### src/rtl/result_reader_if.sv
// Drain-request, output-buffer read and row-stream signals of result_reader.
// The slave modport is the reader itself; master is the surrounding system.
interface result_reader_if #(
    parameter int ADDR_WIDTH           = 10,
    parameter int SYSTOLIC_ARRAY_WIDTH = 16,
    parameter int DATA_WIDTH_ACCUM     = 32
);
    logic                                                  req_valid;
    logic                                                  req_ready;
    logic [ADDR_WIDTH-1:0]                                 req_addr;
    logic [4:0]                                            req_rows;
    logic [4:0]                                            req_cols;
    logic                                                  rd_en;
    logic [ADDR_WIDTH-1:0]                                 rd_addr;
    logic [SYSTOLIC_ARRAY_WIDTH-1:0][DATA_WIDTH_ACCUM-1:0] rd_data;
    logic                                                  out_valid;
    logic                                                  out_ready;
    logic [SYSTOLIC_ARRAY_WIDTH*DATA_WIDTH_ACCUM-1:0]      out_data;
    logic                                                  out_last;
    logic                                                  busy;
    logic                                                  done;

    modport master (
        output req_valid, req_addr, req_rows, req_cols, rd_data, out_ready,
        input  req_ready, rd_en, rd_addr, out_valid, out_data, out_last, busy, done
    );

    modport slave (
        input  req_valid, req_addr, req_rows, req_cols, rd_data, out_ready,
        output req_ready, rd_en, rd_addr, out_valid, out_data, out_last, busy, done
    );
endinterface

### src/rtl/result_reader.sv
// Drains result rows from the output buffer into a column-masked row stream.
// Define RESULT_READER_CLAMP8_EN to saturate each unmasked lane to signed 8 bits.
module result_reader #(
    parameter int ADDR_WIDTH           = 10,
    parameter int SYSTOLIC_ARRAY_WIDTH = 16,
    parameter int DATA_WIDTH_ACCUM     = 32
) (
    input logic            clk,
    input logic            rst_n,
    result_reader_if.slave bus
);
    localparam int W  = SYSTOLIC_ARRAY_WIDTH;
    localparam int DW = DATA_WIDTH_ACCUM;

    typedef enum logic [1:0] {IDLE, READ, DRAIN} state_t;

    state_t                state, state_next;
    logic [ADDR_WIDTH-1:0] base_q, base_next;
    logic [ADDR_WIDTH-1:0] rd_addr_q, rd_addr_next;
    logic [4:0]            rows_q, rows_next;
    logic [4:0]            cols_q, cols_next;
    logic [4:0]            issue_cnt, issue_next;
    logic [4:0]            beat_cnt, beat_next;
    logic                  rd_en_q, rd_en_next;
    logic                  done_q, done_next;
    logic                  rd_valid_q;

    logic [W-1:0][DW-1:0]  mem [3];
    logic [1:0]            wr_ptr, rd_ptr, count;
    logic [2:0]            occupancy;
    logic                  push, pop, accept, can_issue, last_beat, out_valid;
    logic [4:0]            clamped_rows;
    logic [W*DW-1:0]       row_out;

`ifdef RESULT_READER_CLAMP8_EN
    localparam logic signed [DW-1:0] SAT_HI = DW'(127);
    localparam logic signed [DW-1:0] SAT_LO = -(DW'(128));

    function automatic logic [DW-1:0] sat8(input logic [DW-1:0] v);
        logic signed [DW-1:0] s;
        s = $signed(v);
        if (s > SAT_HI)      return SAT_HI;
        else if (s < SAT_LO) return SAT_LO;
        else                 return v;
    endfunction
`endif

    assign accept       = bus.req_valid && (state == IDLE);
    assign clamped_rows = (bus.req_rows > 5'd16) ? 5'd16 : bus.req_rows;
    assign out_valid    = (count != 2'd0);
    assign push         = rd_valid_q;
    assign pop          = out_valid && bus.out_ready;
    assign last_beat    = (beat_cnt == rows_q - 5'd1);

    // Issue decision is registered: every read already scheduled or buffered,
    // plus the one being scheduled, must fit in the 3 FIFO slots next cycle.
    assign occupancy = {1'b0, count} + {2'b0, rd_valid_q} + {2'b0, rd_en_q};
    assign can_issue = (occupancy <= (3'd2 + {2'b0, pop}));

    always_comb begin
        state_next   = state;
        base_next    = base_q;
        rows_next    = rows_q;
        cols_next    = cols_q;
        issue_next   = issue_cnt;
        beat_next    = pop ? beat_cnt + 5'd1 : beat_cnt;
        rd_en_next   = 1'b0;
        rd_addr_next = rd_addr_q;
        done_next    = 1'b0;
        case (state)
            IDLE: begin
                if (accept) begin
                    base_next = bus.req_addr;
                    rows_next = clamped_rows;
                    cols_next = bus.req_cols;
                    beat_next = '0;
                    if (clamped_rows == 5'd0) begin
                        done_next = 1'b1;
                    end else begin
                        state_next   = READ;
                        rd_en_next   = 1'b1;
                        rd_addr_next = bus.req_addr;
                        issue_next   = 5'd1;
                    end
                end
            end
            READ: begin
                if (issue_cnt == rows_q) begin
                    state_next = DRAIN;
                end else if (can_issue) begin
                    rd_en_next   = 1'b1;
                    rd_addr_next = base_q + ADDR_WIDTH'(issue_cnt);
                    issue_next   = issue_cnt + 5'd1;
                end
            end
            DRAIN: begin
                if (pop && last_beat) begin
                    state_next = IDLE;
                    done_next  = 1'b1;
                end
            end
            default: state_next = IDLE;
        endcase
    end

    always_ff @(posedge clk or negedge rst_n) begin
        if (!rst_n) begin
            state     <= IDLE;
            base_q    <= '0;
            rows_q    <= '0;
            cols_q    <= '0;
            issue_cnt <= '0;
            beat_cnt  <= '0;
            rd_en_q   <= 1'b0;
            rd_addr_q <= '0;
            done_q    <= 1'b0;
        end else begin
            state     <= state_next;
            base_q    <= base_next;
            rows_q    <= rows_next;
            cols_q    <= cols_next;
            issue_cnt <= issue_next;
            beat_cnt  <= beat_next;
            rd_en_q   <= rd_en_next;
            rd_addr_q <= rd_addr_next;
            done_q    <= done_next;
        end
    end

    always_ff @(posedge clk or negedge rst_n) begin
        if (!rst_n) begin
            rd_valid_q <= 1'b0;
            wr_ptr     <= '0;
            rd_ptr     <= '0;
            count      <= '0;
        end else begin
            rd_valid_q <= rd_en_q;
            if (push) wr_ptr <= (wr_ptr == 2'd2) ? 2'd0 : wr_ptr + 2'd1;
            if (pop)  rd_ptr <= (rd_ptr == 2'd2) ? 2'd0 : rd_ptr + 2'd1;
            count <= count + {1'b0, push} - {1'b0, pop};
        end
    end

    always_ff @(posedge clk) begin
        if (push) mem[wr_ptr] <= bus.rd_data;
    end

    // Masking is applied on the way out, so buffered rows stay raw.
    always_comb begin
        row_out = '0;
        for (int unsigned i = 0; i < W; i++) begin
            if (out_valid && (i < 32'(cols_q))) begin
`ifdef RESULT_READER_CLAMP8_EN
                row_out[i*DW +: DW] = sat8(mem[rd_ptr][i]);
`else
                row_out[i*DW +: DW] = mem[rd_ptr][i];
`endif
            end
        end
    end

    assign bus.req_ready = (state == IDLE);
    assign bus.busy      = (state != IDLE);
    assign bus.done      = done_q;
    assign bus.rd_en     = rd_en_q;
    assign bus.rd_addr   = rd_addr_q;
    assign bus.out_valid = out_valid;
    assign bus.out_data  = row_out;
    assign bus.out_last  = out_valid && last_beat;
endmodule

### src/flat_wrapper.sv
// flat-port wrapper written by rule: the top's interface ports become plain ports
module result_reader_flat 
#(
    parameter int ADDR_WIDTH           = 10,
    parameter int SYSTOLIC_ARRAY_WIDTH = 16,
    parameter int DATA_WIDTH_ACCUM     = 32
)
  (clk, rst_n, bus_req_valid, bus_req_addr, bus_req_rows, bus_req_cols, bus_rd_data, bus_out_ready, bus_req_ready, bus_rd_en, bus_rd_addr, bus_out_valid, bus_out_data, bus_out_last, bus_busy, bus_done);
  result_reader_if #(.ADDR_WIDTH(ADDR_WIDTH), .SYSTOLIC_ARRAY_WIDTH(SYSTOLIC_ARRAY_WIDTH), .DATA_WIDTH_ACCUM(DATA_WIDTH_ACCUM)) bus_i ();
  input logic clk;
  input logic rst_n;
  input wire logic [$bits(bus_i.req_valid)-1:0] bus_req_valid;
  input wire logic [$bits(bus_i.req_addr)-1:0] bus_req_addr;
  input wire logic [$bits(bus_i.req_rows)-1:0] bus_req_rows;
  input wire logic [$bits(bus_i.req_cols)-1:0] bus_req_cols;
  input wire logic [$bits(bus_i.rd_data)-1:0] bus_rd_data;
  input wire logic [$bits(bus_i.out_ready)-1:0] bus_out_ready;
  output wire logic [$bits(bus_i.req_ready)-1:0] bus_req_ready;
  output wire logic [$bits(bus_i.rd_en)-1:0] bus_rd_en;
  output wire logic [$bits(bus_i.rd_addr)-1:0] bus_rd_addr;
  output wire logic [$bits(bus_i.out_valid)-1:0] bus_out_valid;
  output wire logic [$bits(bus_i.out_data)-1:0] bus_out_data;
  output wire logic [$bits(bus_i.out_last)-1:0] bus_out_last;
  output wire logic [$bits(bus_i.busy)-1:0] bus_busy;
  output wire logic [$bits(bus_i.done)-1:0] bus_done;
  assign bus_i.req_valid = bus_req_valid;
  assign bus_i.req_addr = bus_req_addr;
  assign bus_i.req_rows = bus_req_rows;
  assign bus_i.req_cols = bus_req_cols;
  assign bus_i.rd_data = bus_rd_data;
  assign bus_i.out_ready = bus_out_ready;
  assign bus_req_ready = bus_i.req_ready;
  assign bus_rd_en = bus_i.rd_en;
  assign bus_rd_addr = bus_i.rd_addr;
  assign bus_out_valid = bus_i.out_valid;
  assign bus_out_data = bus_i.out_data;
  assign bus_out_last = bus_i.out_last;
  assign bus_busy = bus_i.busy;
  assign bus_done = bus_i.done;
  result_reader #(.ADDR_WIDTH(ADDR_WIDTH), .SYSTOLIC_ARRAY_WIDTH(SYSTOLIC_ARRAY_WIDTH), .DATA_WIDTH_ACCUM(DATA_WIDTH_ACCUM)) u_core (.clk(clk), .rst_n(rst_n), .bus(bus_i));
endmodule
### config.mk
export PLATFORM = sky130hd
export DESIGN_NAME = result_reader_flat
export DESIGN_NICKNAME = d
export VERILOG_FILES = /design/src/rtl/result_reader_if.sv /design/src/rtl/result_reader.sv /design/src/flat_wrapper.sv
export SDC_FILE = /design/constraint.sdc
export NUM_CORES = 2
export LEC_CHECK = 0
export ABC_AREA = 1
export BUFFER_PORTS_ARGS = -buffer_cell sky130_fd_sc_hd__buf_2
export CAP_MARGIN = 20
export CORE_AREA = 2 2 416 418
export CTS_CLUSTER_SIZE = 20
export DETAILED_ROUTE_END_ITERATION = 16
export DIE_AREA = 0 0 418 420
export HOLD_SLACK_MARGIN = 0.1
export PLACE_DENSITY_LB_ADDON = 0.1
export SYNTH_ARGS = -nofsm -noshare
export SYNTH_HDL_FRONTEND = slang
export SYNTH_SLANG_ARGS = --single-unit
export TNS_END_PERCENT = 30
### constraint.sdc
create_clock -name clk -period 57 [get_ports clk]
set_input_delay 11.4 -clock clk [delete_from_list [all_inputs] [get_ports clk]]
set_output_delay 11.4 -clock clk [all_outputs]
set_load 0.01 [all_outputs]
== After elaboration in Yosys (flattened, before gate mapping) ==
Memory sizes are Yosys's and may differ from the RTL's.
Index checks and enable logic that the tools add are counted.

* Word-level logic and storage cells: 131
* Bits in read-only memories: 0
* Bits in registers: 51
* Memory bits (writable): 1536
* Latch bits: 0
* Memories kept: 1

* $lt $le $gt $ge: 18
* Bitwise logic cells: 0
* Muxes and demuxes: 48
* Divide/modulo/power cells: 0
* Equal/unequal tests: 12
* Reduce and logical (&&, ||, !) cells: 28
* Shift-type cells: 0
* $add $sub $neg: 11
* Multipliers: 0

{| class="wikitable"
|+ Memory list
! memory !! depth !! width !! read ports !! clocked after memory_dff !! wr ports !! line !! text
|-
| u_core.mem || 3 || 512 || 1 || 0 || 1 || result_reader.sv:28 || <nowiki>logic [W-1:0][DW-1:0] mem [3];</nowiki>
|}

{| class="wikitable"
|+ Operators with widths
! operator !! number
|-
| 2-to-1 mux 32 bit || 16
|-
| less-than comparator 4 x 5 -> 1 bit, first input constant || 8
|-
| 2-to-1 mux 10 bit || 4
|-
| 2-to-1 mux 5 bit || 8
|-
| logical AND 1 bit || 20
|-
| less-than comparator 3 x 5 -> 1 bit, first input constant || 4
|-
| case mux 10 bit (2 select lines) || 1
|-
| 2-to-1 mux 2 bit || 6
|-
| adder 10 x 5 -> 10 bit || 1
|-
| adder 5 x 1 -> 5 bit, second input constant || 2
|-
| equality test 5 bit || 2
|-
| less-than comparator 1 x 5 -> 1 bit, first input constant || 2
|-
| less-than comparator 2 x 5 -> 1 bit, first input constant || 2
|-
| case mux 5 bit (2 select lines) || 1
|-
| 2-to-1 mux 1 bit || 9
|-
| != test 2 x 1 -> 1 bit, second input constant || 4
|-
| equality test 2 bit, second input constant || 3
|-
| case mux 2 bit (3 select lines) || 1
|-
| nonzero test 2 bit || 3
|-
| greater-than comparator 5 bit, second input constant || 1
|-
| logical NOT 5 bit || 1
|-
| AND reduction 5 bit || 1
|-
| subtractor 5 x 1 -> 5 bit, second input constant || 1
|-
| adder 2 x 1 -> 2 bit, second input constant || 2
|-
| 12 further kinds || 14
|}

== Depth between registers and ports, before layout ==
* Depth after elaboration: 7
* Mapped depth: 11
* Gate-level depth less buffers: 11

== Worst setup path after synthesis ==
No wires, ideal clock.

* Path type: reg2reg
* From: register u_core.wr_ptr[0]
* To: register u_core.wr_ptr[0]
* Library setup time: 0.222 ns
* Data arrival time: 37.310 ns
* Buffers on the path: 0
* Setup slack: 19.468 ns
* Stages on the path, launching flop included: 3
* Data required time: 56.778 ns
* Path through: dfrtp_1 > nor3_1 > o21bai_1

* Word-level cells in the longest chain between the ends: 2
* Elaborated cells on any way between the ends: 3

{| class="wikitable"
|+ RTL lines
! what !! line !! text
|-
| start, declared || result_reader.sv:29 || <nowiki>logic [1:0] wr_ptr, rd_ptr, count;</nowiki>
|-
| start signal, assigned || result_reader.sv:138 || <nowiki>if (push) wr_ptr <= (wr_ptr == 2'd2) ? 2'd0 : wr_ptr + 2'd1;</nowiki>
|-
| adder 2 x 1 -> 2 bit / equality test 2 bit (equally long branches) || result_reader.sv:138 ||
|-
| 2-to-1 mux 2 bit (*) || result_reader.sv:138 ||
|}

Mark *: on every way between the ends. The rest lies on a longest branch, timed or not.
A chain may end at the register's enable or synchronous reset.

== Worst setup path in the final report ==
* From: register u_core.rd_ptr[1]
* To: output port bus_out_data[305]

* Word-level cells in the longest chain between the ends: 2

{| class="wikitable"
|+ RTL lines
! what !! line !! text
|-
| start, declared || result_reader.sv:29 ||
|-
| start signal, assigned || result_reader.sv:139 || <nowiki>if (pop) rd_ptr <= (rd_ptr == 2'd2) ? 2'd0 : rd_ptr + 2'd1;</nowiki>
|-
| memory read (3 x 512 bit) || -- ||
|-
| 2-to-1 mux 32 bit || result_reader.sv:152 || <nowiki>if (out_valid && (i < 32'(cols_q))) begin</nowiki>
|-
| end, declared || flat_wrapper.sv:22 || <nowiki>output wire logic [$bits(bus_i.out_data)-1:0] bus_out_data;</nowiki>
|}

No other way between the ends.

==> impl_metrics.json <==
{
  "slew_headroom_pct": 11.3,
  "drc": 0,
  "hold_viol": 0,
  "die_h_um": 420,
  "yosys_warnings": 0,
  "core_area_sq_um": 171000,
  "ant_nets": 0,
  "seq_area_frac_synth_pct": 78.3,
  "cts_tree": "yes",
  "first_iter_violations": 2720,
  "syn-num-nets": 5204,
  "maxCapViolations": 0,
  "syn2layout_area_growth_pct": 21.9,
  "wl_um": 194000,
  "wl_met3_um": 12600,
  "power.share.sequential_pct": 38.9,
  "htreeDepth": 4,
  "power_density_nw_per_um2": 59.7,
  "via_count": 39400,
  "swShare_pct": 39.2,
  "num_io_pins": 1064,
  "die_w_um": 418,
  "wl_met1_um": 75800,
  "cts_max_path_buffers": 3,
  "drt_pass1_iterations": 5,
  "routedWlPerCell_um": 23.8,
  "cp.arrival_ns": 5.13,
  "status": "finished clean",
  "power_frac_comb_pct": 36.9,
  "post-place-ws_ns": 41.14,
  "utilization_pct": 43.2,
  "cts-resized-gates": 0,
  "drive_gt1_share_pct": 23.6,
  "drv_slew": 0,
  "setup_violations": 0,
  "top_layer": "met5",
  "setup-tns-final_ns": 0,
  "skew_ns": 0.0222,
  "setup_ws_ns": 40.47,
  "clkTransAtPathRegs_ns": 0.05,
  "nets": 6272,
  "grt_pass1_vias": 37700,
  "place_congestion": 0.823,
  "clock_latency_ns": 0.80,
  "cts_inserted_buffers": 174,
  "wl_met2_um": 97500,
  "synth_cell_types": 35,
  "row_count": 152,
  "holdWs_ns": 0.481,
  "viasPerCell": 4.85,
  "p_sw_mw": 1.73,
  "critical_path.endpoint_type": "output pin",
  "avgSynthCellArea_sq_um": 13.0,
  "grt.overflow.total": 0,
  "max_freq_ghz": 0.0605,
  "final_common_cell": "nand2_1",
  "die-area_sq_um": 176000,
  "syn_inst": 4654,
  "crit_required_ns": 45.60,
  "cts_sinks": 1587,
  "grt_use_total_pct": 21.3,
  "rsz0062_at_grt": "false",
  "path_class": "reg -> out",
  "startpoint_type": "flop",
  "layout_min_cycle_time_ns": 16.53,
  "ir_worst_vdd_v": 0.0000419,
  "postCtsSetupRepairBufs": 0,
  "ys_ff_latch": 1587,
  "hp-class": "reg -> reg",
  "crit_fanout": 151,
  "grt_max_degree": 160,
  "worst_pin_slew_ns": 1.33,
  "internal-power_mw": 2.68,
  "ctsHoldBuffers": 0,
  "initial_core_util_pct": 35.4,
  "io_buffers": 1063,
  "root_buffer": "clkbuf_16",
  "layout.cells.most_common_list": "nand2_1, edfxtp_1, buf_2",
  "synth_area_sq_um": 60600,
  "p_leak_nw": 29.3,
  "antenna_found_initial": 157,
  "grt_pass1_wl_um": 271000,
  "post-route-period-util_pct": 29.0,
  "pwr-share-clk_pct": 24.2,
  "hpwl_um": 124000
}
-- through the flow --
step                area, sq um  std cells  power, mW
finish                    73800       8135       4.41
global route              73800       8118       4.65
CTS                       73700       8087       4.49
detailed placement        68400       7779       3.41
global placement          68300       7778       3.41
floorplan                 60600       4654       3.03
-- area by class of cell --
cell class	count	area, sq um
Timing Repair Buffer	1117	5870
Sequential cell	1587	47400
Inverter	348	1310
Antenna cell	48	120
Tap cell	2233	2790
Fill cell	16000	97100
Clock buffer	217	4610
Multi-Input combinational cell	2494	11000
Clock inverter	91	724
-- sequential cells by signal, indices dropped and copies added (netlist names) --
register            cells
u_core.rows_q           5
u_core.push             1
u_core.count            2
u_core.mem           1536
u_core.wr_ptr           2
u_core.issue_cnt        5
u_core.bus.rd_addr     10
u_core.base_q          10
u_core.rd_ptr           2
u_core.bus.rd_en        1
u_core.cols_q           5
u_core.state            2
u_core.bus.done         1
u_core.beat_cnt         5
-- Yosys cell counts (all sizes together) --
cell type / count / share of area [%]
nand2: 1722 / 11
edfxtp: 1536 / 76
inv: 346 / 2.1
a31oi: 316 / 3.3
nand3: 181 / 1.5
o21ai: 124 / 1.0
clkbuf: 116 / 0.72
buf: 109 / 0.87
nor2: 75 / 0.52
dfrtp: 51 / 2.1
a21oi: 22 / 0.22
ha: 12 / 0.25
xnor2: 9 / 0.13
nor3: 8 / 0.066
nand4: 6 / 0.062
xor2: 6 / 0.087
or2: 3 / 0.031
clkinv: 2 / 0.012
fa: 2 / 0.066
o21bai: 2 / 0.025
a21bo: 1 / 0.017
a22oi: 1 / 0.012
and2: 1 / 0.010
nand3b: 1 / 0.012
nor4: 1 / 0.010
o31ai: 1 / 0.021
-- power groups by stage --
stage | Sequential (mW) | Combinational (mW) | Clock, mW
2_1_floorplan | 2.15 | 0.874 | 0
3_3_place_gp | 1.74 | 1.67 | 0
3_5_place_dp | 1.74 | 1.67 | 0
4_1_cts | 1.72 | 1.68 | 1.09
5_1_grt | 1.74 | 1.78 | 1.13
6_report | 1.72 | 1.63 | 1.07
-- kinds of logic after synthesis --
group	Yosys count	share of synthesized area [%]
fa+ha+maj	14	0.314
flops	1587	78.3
simple gates	1998	12.9
compound gates	467	4.58
buf+inv	573	3.74
xor+xnor	15	0.217
-- path summary, 6_finish.rpt --
kind / startpoint / end / slack [ns] / cells past startpoint
max: u_core.rd_ptr[1] / bus_out_data[305] / 40.47 / 8
min: u_core.base_q[4] / u_core.base_q[4] / 0.48 / 2
max reg2reg: u_core.push / u_core.mem[0][128] / 52.58 / 6
min reg2reg: u_core.base_q[4] / u_core.base_q[4] / 0.48 / 2
max in group asynchronous: rst_n / u_core.rd_ptr[1] / 45.70 / 2
min in group asynchronous: rst_n / u_core.bus.rd_addr[0] / 10.74 / 2
-- metal layers --
| metal | GRT usage (%) | vias up |
|---|---|---|
| li1 | - | 18400 |
| met1 | 25.7 | 19200 |
| met2 | 36.0 | 1337 |
| met3 | 5.73 | 473 |
| met4 | 9.05 | 70 |
| met5 | 0 | - |
-- critical path, stage by stage (launching register included) --
cell	delay, ns
dfrtp_4	0.47
buf_12	0.30
nor2_4	0.68
buf_4	0.69
buf_4	0.64
buf_4	0.76
nand2_1	0.11
a31oi_1	0.26
buf_2	0.19
No activity file was read; power rests on OpenSTA's default activity.
